<file path="src/rtl/serial_subtractor.sv">
// -----------------------------------------------------------------------------
// serial_subtractor
//
// Bit-serial unsigned/two's-complement subtractor. On an accepted start the
// operands are captured into shift registers, and one difference bit is then
// resolved per clock, LSB first, through a single borrow flip-flop. After
// WIDTH bit-steps the full result and its flags are published together and
// done pulses for one cycle.
//
// Timing (start accepted at edge E0):
//   E1 .. E(WIDTH)   one bit processed per edge; E(WIDTH) loads the outputs
//   E(WIDTH)-E(WIDTH+1)  done = 1
//   E(WIDTH+1)       back to IDLE; a held start is accepted one edge later
//
// Ports:
//   clk     in   1      rising-edge clock for all state
//   rst     in   1      asynchronous active-high reset
//   start   in   1      begin a subtraction (sampled only in IDLE)
//   a       in   WIDTH  minuend, captured on the accepting edge
//   b       in   WIDTH  subtrahend, captured on the accepting edge
//   busy    out  1      high while in RUN or DONE
//   done    out  1      one-cycle pulse, result and flags valid
//   diff    out  WIDTH  registered a - b modulo 2^WIDTH
//   borrow  out  1      final borrow-out (a < b unsigned)
//   zero    out  1      diff == 0
//   neg     out  1      diff[WIDTH-1]
//   ovf     out  1      signed overflow of a - b
// -----------------------------------------------------------------------------
module serial_subtractor #(
   parameter int WIDTH = 8
) (
   input  logic             clk,
   input  logic             rst,
   input  logic             start,
   input  logic [WIDTH-1:0] a,
   input  logic [WIDTH-1:0] b,
   output logic             busy,
   output logic             done,
   output logic [WIDTH-1:0] diff,
   output logic             borrow,
   output logic             zero,
   output logic             neg,
   output logic             ovf
);

   // Counter only needs to reach WIDTH-1; the step after that leaves RUN.
   localparam int CW = (WIDTH > 2) ? $clog2(WIDTH) : 1;

   typedef enum logic [1:0] {
      IDLE = 2'd0,
      RUN  = 2'd1,
      DONE = 2'd2
   } state_t;

   state_t state;
   state_t state_nxt;

   // Operand shift registers (consumed from bit 0) and the result
   // accumulator (filled from the top so it is LSB-aligned after WIDTH steps).
   logic [WIDTH-1:0] a_sr;
   logic [WIDTH-1:0] b_sr;
   logic [WIDTH-1:0] res_sr;
   logic             bin;
   logic [CW-1:0]    cnt;

   // Single-bit full subtractor on the current LSBs.
   logic             a_bit;
   logic             b_bit;
   logic             d_bit;
   logic             bout;
   logic             last_bit;
   logic [WIDTH-1:0] res_final;

   assign a_bit     = a_sr[0];
   assign b_bit     = b_sr[0];
   assign d_bit     = a_bit ^ b_bit ^ bin;
   assign bout      = (~a_bit & b_bit) | (~(a_bit ^ b_bit) & bin);
   assign last_bit  = (cnt == CW'(WIDTH - 1));
   // Value res_sr takes on this edge; on the last step it is the full result.
   assign res_final = {d_bit, res_sr[WIDTH-1:1]};

   // ------------------------------------------------------------------
   // State register
   // ------------------------------------------------------------------
   // NOTE: clocked state uses non-blocking (<=) so every register samples
   // pre-edge values regardless of statement order.
   always_ff @(posedge clk or posedge rst) begin
      if (rst) begin
         state <= IDLE;
      end else begin
         state <= state_nxt;
      end
   end

   // ------------------------------------------------------------------
   // Next-state logic
   // ------------------------------------------------------------------
   // NOTE: the default assignment first guarantees state_nxt is written on
   // every path, so no latch is inferred.
   always_comb begin
      state_nxt = state;
      case (state)
         IDLE:    if (start) state_nxt = RUN;
         RUN:     if (last_bit) state_nxt = DONE;
         DONE:    state_nxt = IDLE;   // start is ignored here: no restart
         default: state_nxt = IDLE;
      endcase
   end

   // busy/done decode straight from the state register, so reset clears
   // them at once and done is exactly one cycle wide.
   assign busy = (state != IDLE);
   assign done = (state == DONE);

   // ------------------------------------------------------------------
   // Datapath: operand capture, bit-serial step, result publication
   // ------------------------------------------------------------------
   // NOTE: the shift registers are deliberately reset here; a reset in
   // mid-operation must leave no operand or partial result behind.
   always_ff @(posedge clk or posedge rst) begin
      if (rst) begin
         a_sr   <= '0;
         b_sr   <= '0;
         res_sr <= '0;
         bin    <= 1'b0;
         cnt    <= '0;
         diff   <= '0;
         borrow <= 1'b0;
         zero   <= 1'b0;
         neg    <= 1'b0;
         ovf    <= 1'b0;
      end else begin
         case (state)
            IDLE: begin
               if (start) begin
                  a_sr   <= a;
                  b_sr   <= b;
                  res_sr <= '0;
                  bin    <= 1'b0;   // no carry-in: first borrow is always 0
                  cnt    <= '0;
               end
            end

            RUN: begin
               a_sr   <= a_sr >> 1;
               b_sr   <= b_sr >> 1;
               res_sr <= res_final;
               bin    <= bout;
               cnt    <= cnt + CW'(1);
               // Only the final step touches the visible outputs, so the
               // partially built result never shows on diff.
               if (last_bit) begin
                  diff   <= res_final;
                  borrow <= bout;
                  zero   <= (res_final == '0);
                  neg    <= d_bit;
                  // On the last step a_bit/b_bit are the operand MSBs.
                  ovf    <= (a_bit ^ b_bit) & (a_bit ^ d_bit);
               end
            end

            default: begin
               // DONE: outputs hold until the next result.
            end
         endcase
      end
   end

endmodule

</file>
<file path="config.mk">
export PLATFORM = sky130hd
export DESIGN_NAME = serial_subtractor
export DESIGN_NICKNAME = d
export VERILOG_FILES = /design/src/rtl/serial_subtractor.sv
export SDC_FILE = /design/constraint.sdc
export NUM_CORES = 1
export LEC_CHECK = 0
export BUFFER_PORTS_ARGS = -buffer_cell sky130_fd_sc_hd__buf_2
export CAP_MARGIN = 15
export CORE_MARGIN = 2
export CORE_UTILIZATION = 50
export CTS_BUF_LIST = sky130_fd_sc_hd__clkbuf_8
export CTS_CLUSTER_DIAMETER = 100
export DETAILED_ROUTE_END_ITERATION = 10
export PLACE_DENSITY_LB_ADDON = 0.08
export SYNTH_ARGS = -nofsm -noshare
export SYNTH_HDL_FRONTEND = slang
export SYNTH_SLANG_ARGS = --single-unit
</file>
<file path="constraint.sdc">
create_clock -name clk -period 1.89 [get_ports clk]
set_input_delay 0 -clock clk [delete_from_list [all_inputs] [get_ports clk]]
set_output_delay 0 -clock clk [all_outputs]
set_load 0.01 [all_outputs]
</file>
==> run_results.csv <==
group,metric,value,unit
cells_and_area,layout.nets,215,
global_routing,grt_max_degree,41,
global_routing,first_global_vias,1234,
worst_setup_path,cp_max_fo,4,
hold_path,holdPathStages,3,
logic_synthesis,synth.avg_cell_area,11.6,um^2
power_and_ir_drop,ir_drop,0.000739,V
die,ioPinCount,33,
power_and_ir_drop,report.power.total,0.00315,W
logic_synthesis,synthCells,156,
die,rows,21,
hold_path,min_to,"b_sr[1]$_DFFE_PP0P_",
place,placed_area,1990,um^2
routing,first_iter_violations,84,
timing,hold_viol,0,
place,dp_hpwl,2290,um
routing,via_per_inst,5.31,
logic_synthesis,synth_flop_cell,"dfrtp_1",
power_and_ir_drop,seq_power_share,45.2,%
cts,cts_max_level,2,
worst_setup_path,r2r-start,"b_sr[0]$_DFFE_PP0P_",
logic_synthesis,synth_area,1810,um^2
cts,cts.sink_count,40,
timing,clock_skew,0.00588,ns
worst_setup_path,end_kind,"flop",
power_and_ir_drop,leakagePower,1.10,nW
die,dieArea,4120,um^2
timing,slew_headroom,67.2,%
routing,drc_errors,0,
power_and_ir_drop,power_density,1490,nW/um^2
logic_synthesis,synth_top_area_share,55.3,%
logic_synthesis,synth_edf_count,0,
timing,rsz0062_at_grt,"false",
timing,timing.final.ws_setup,0.239,ns
routing,wl_per_cell,14.0,um
die,fp.dieH,64.2,um
timing,timing.fmax,0.606,GHz
worst_setup_path,critPathArrivalTime,1.85,ns
global_routing,grt-ovfl-total,0,
cts,cts_resized,0,
die,initial_core_util,53.0,%
timing,min_period_over_period,87.4,%
global_routing,grt_usage,18.3,%
logic_synthesis,synth.most_common_cell,"dfrtp_1",
logic_synthesis,ys_types,27,
logic_synthesis,yosysWarnings,0,
worst_setup_path,reg2reg_depth,4,
routing,wl_met3,133,um
power_and_ir_drop,comb_power_share,36.9,%
global_routing,antenna_found_initial,0,
power_and_ir_drop,p_int,0.00205,W
logic_synthesis,yosysSeqAreaShare,55.3,%
timing,worst_pin_slew,0.492,ns
worst_setup_path,cp.required,2.09,ns
cells_and_area,multi_input_area,704,um^2
worst_setup_path,path_class,"flop to flop",
cells_and_area,nFillCells,303,
cts,cts_buffers,5,
routing,highest_layer,"met4",
routing,postRouteAntennaNets,0,
cells_and_area,drive_gt1_share,29.0,%
place,gp_congestion,0.740,
logic_synthesis,ys_ff_latch,40,
place,preCtsSetupSlack,0.257,ns
cts,clk_latency,0.28,ns
die,die_w,64.2,um
global_routing,grt_pass1_wl,5660,um
power_and_ir_drop,clockPowerShare,18.0,%
power_and_ir_drop,swShare,34.9,%
run,cap_violations,0,
timing,setup_viol,0,
routing,drt_wl_total,3350,um
cts,cts_max_path_buffers,2,
cts,clkTransAtPathRegs,0.07,ns
cts,cts.root.buffer_cell,"clkbuf_8",
logic_synthesis,synth_area_leaders,"dfrtp_1, and3b_1, a22o_1",
routing,wl_met2,1660,um
cells_and_area,n_antenna_cell,0,
cells_and_area,design_area,2110,um^2
timing,fin_crit,1.65,ns
power_and_ir_drop,switchingPower,0.00110,W
timing,finalSetupTns,0,ns
logic_synthesis,syn_nets,179,
routing,wl_met1,1530,um
cts,cts_tree,"built",
cells_and_area,syn_to_final_growth,16.5,%
hold_path,min-delay-start,"b[1]",
routing,dr_total_vias,1269,
worst_setup_path,rrSetupSlack,0.24,ns
place,io_buffers,32,
logic_synthesis,synth_common_cells,"dfrtp_1, nand2_1, a21oi_1, and3b_1, o21ai_0",
logic_synthesis,yosys.area.top_type,"dfrtp_1",
die,core,3420,um^2
routing,firstDrtPassIters,5,
timing,slew_viol_final,0,
worst_setup_path,start_kind,"flop",
status,status,"finished clean",
logic_synthesis,synthArstFlopShare,100,%
worst_setup_path,r2r_end,"zero$_DFFE_PP0P_",
hold_path,hp-class,"primary input to flop",
cells_and_area,seqCellArea,1000,um^2
how the worst max path moves through the flow:
stage / from / to / slack [ns]
floorplan: cnt[0]$_DFFE_PP0P_ / borrow$_DFFE_PP0P_ / 0.45
global placement: cnt[0]$_DFFE_PP0P_ / diff[4]$_DFFE_PP0P_ / 0.43
detailed placement: b_sr[0]$_DFFE_PP0P_ / zero$_DFFE_PP0P_ / 0.26
CTS: b_sr[0]$_DFFE_PP0P_ / zero$_DFFE_PP0P_ / 0.23
global route: a_sr[0]$_DFFE_PP0P_ / zero$_DFFE_PP0P_ / 0.07
finish: b_sr[0]$_DFFE_PP0P_ / zero$_DFFE_PP0P_ / 0.24
through the flow:
stage / utilization (%) / std cells / hold WS, ns
final: 61.8 / 239 / 0.0152
after detailed placement: 58.2 / 228 / 0.148
after CTS: 61.8 / 239 / 0.0121
after global placement: 58.2 / 228 / 0.139
after floorplan: - / 156 / 0.170
after global routing: 61.8 / 239 / 0.0221
power groups by stage:
| stage | Sequential [W] | Combinational [W] | Clock (W) |
|---|---|---|---|
| after floorplan | 0.00142 | 0.000868 | 0 |
| after global placement | 0.00142 | 0.00112 | 0 |
| after detailed placement | 0.00144 | 0.00117 | 0 |
| after CTS | 0.00142 | 0.00118 | 0.000587 |
| after global routing | 0.00147 | 0.00131 | 0.000632 |
| final | 0.00142 | 0.00116 | 0.000566 |
critical path, cell delays in order (launching register included):
cell     delay (ns)
dfrtp_1        0.44
fa_1           0.58
nor4b_1        0.29
nand2_1        0.08
o21ai_0        0.18
routing by layer:
| layer | global-route usage [%] | vias to the layer above |
|---|---|---|
| li1 | - | 619 |
| met1 | 24.2 | 620 |
| met2 | 28.8 | 26 |
| met3 | 6.34 | 4 |
| met4 | 4.79 | 0 |
| met5 | 0 | - |
area by class of cell:
| class | count | share of cell area (%) |
|---|---|---|
| timing repair buffer | 41 | 11.2 |
| multi-input combinational | 99 | 33.4 |
| tap | 46 | 2.73 |
| sequential | 40 | 47.4 |
| clock inverter | 2 | 0.474 |
| clock buffer | 6 | 3.91 |
| inverter | 5 | 0.890 |
layout by cell type, fill, tap and decap left out, drive strengths merged:
cell type / instances
fa: 1
dfrtp: 40
nor2b: 3
nor4: 1
xnor2: 1
clkbuf: 6
a21oi: 12
nand2: 20
a22o: 9
mux2: 8
o21bai: 1
and3b: 11
o21ai: 18
a22oi: 3
buf: 38
clkinv: 2
a32o: 2
ha: 3
dlygate4sd3: 3
nor4b: 1
o31ai: 1
nand3b: 1
nor2: 2
inv: 5
nand2b: 1
registers in the layout, indices dropped and copies added (netlist names):
signal and cells:
a_sr 8, b_sr 8, bin 1, borrow 1
cnt 3, diff 8, ovf 1, res_sr 7
state 2, zero 1
logic make-up (layout without fill, tap and decap cells):
logic type / count (synthesis) / count (layout) / synth area share, %
fa+ha+maj: 4 / 4 / 3.18
compound gates: 46 / 46 / 16.4
mux: 8 / 8 / 5.60
flops: 40 / 40 / 55.3
xor+xnor: 1 / 1 / 0.484
simple gates: 40 / 40 / 13.2
buf+inv: 17 / 54 / 5.80
repair_timing:
item	in CTS	in global routing
setup endpoints to repair	0	0
setup buffers	0	0
hold buffers	3	0
endpoints found under the hold margin	42	0
Power figures use the tool's default switching activity.
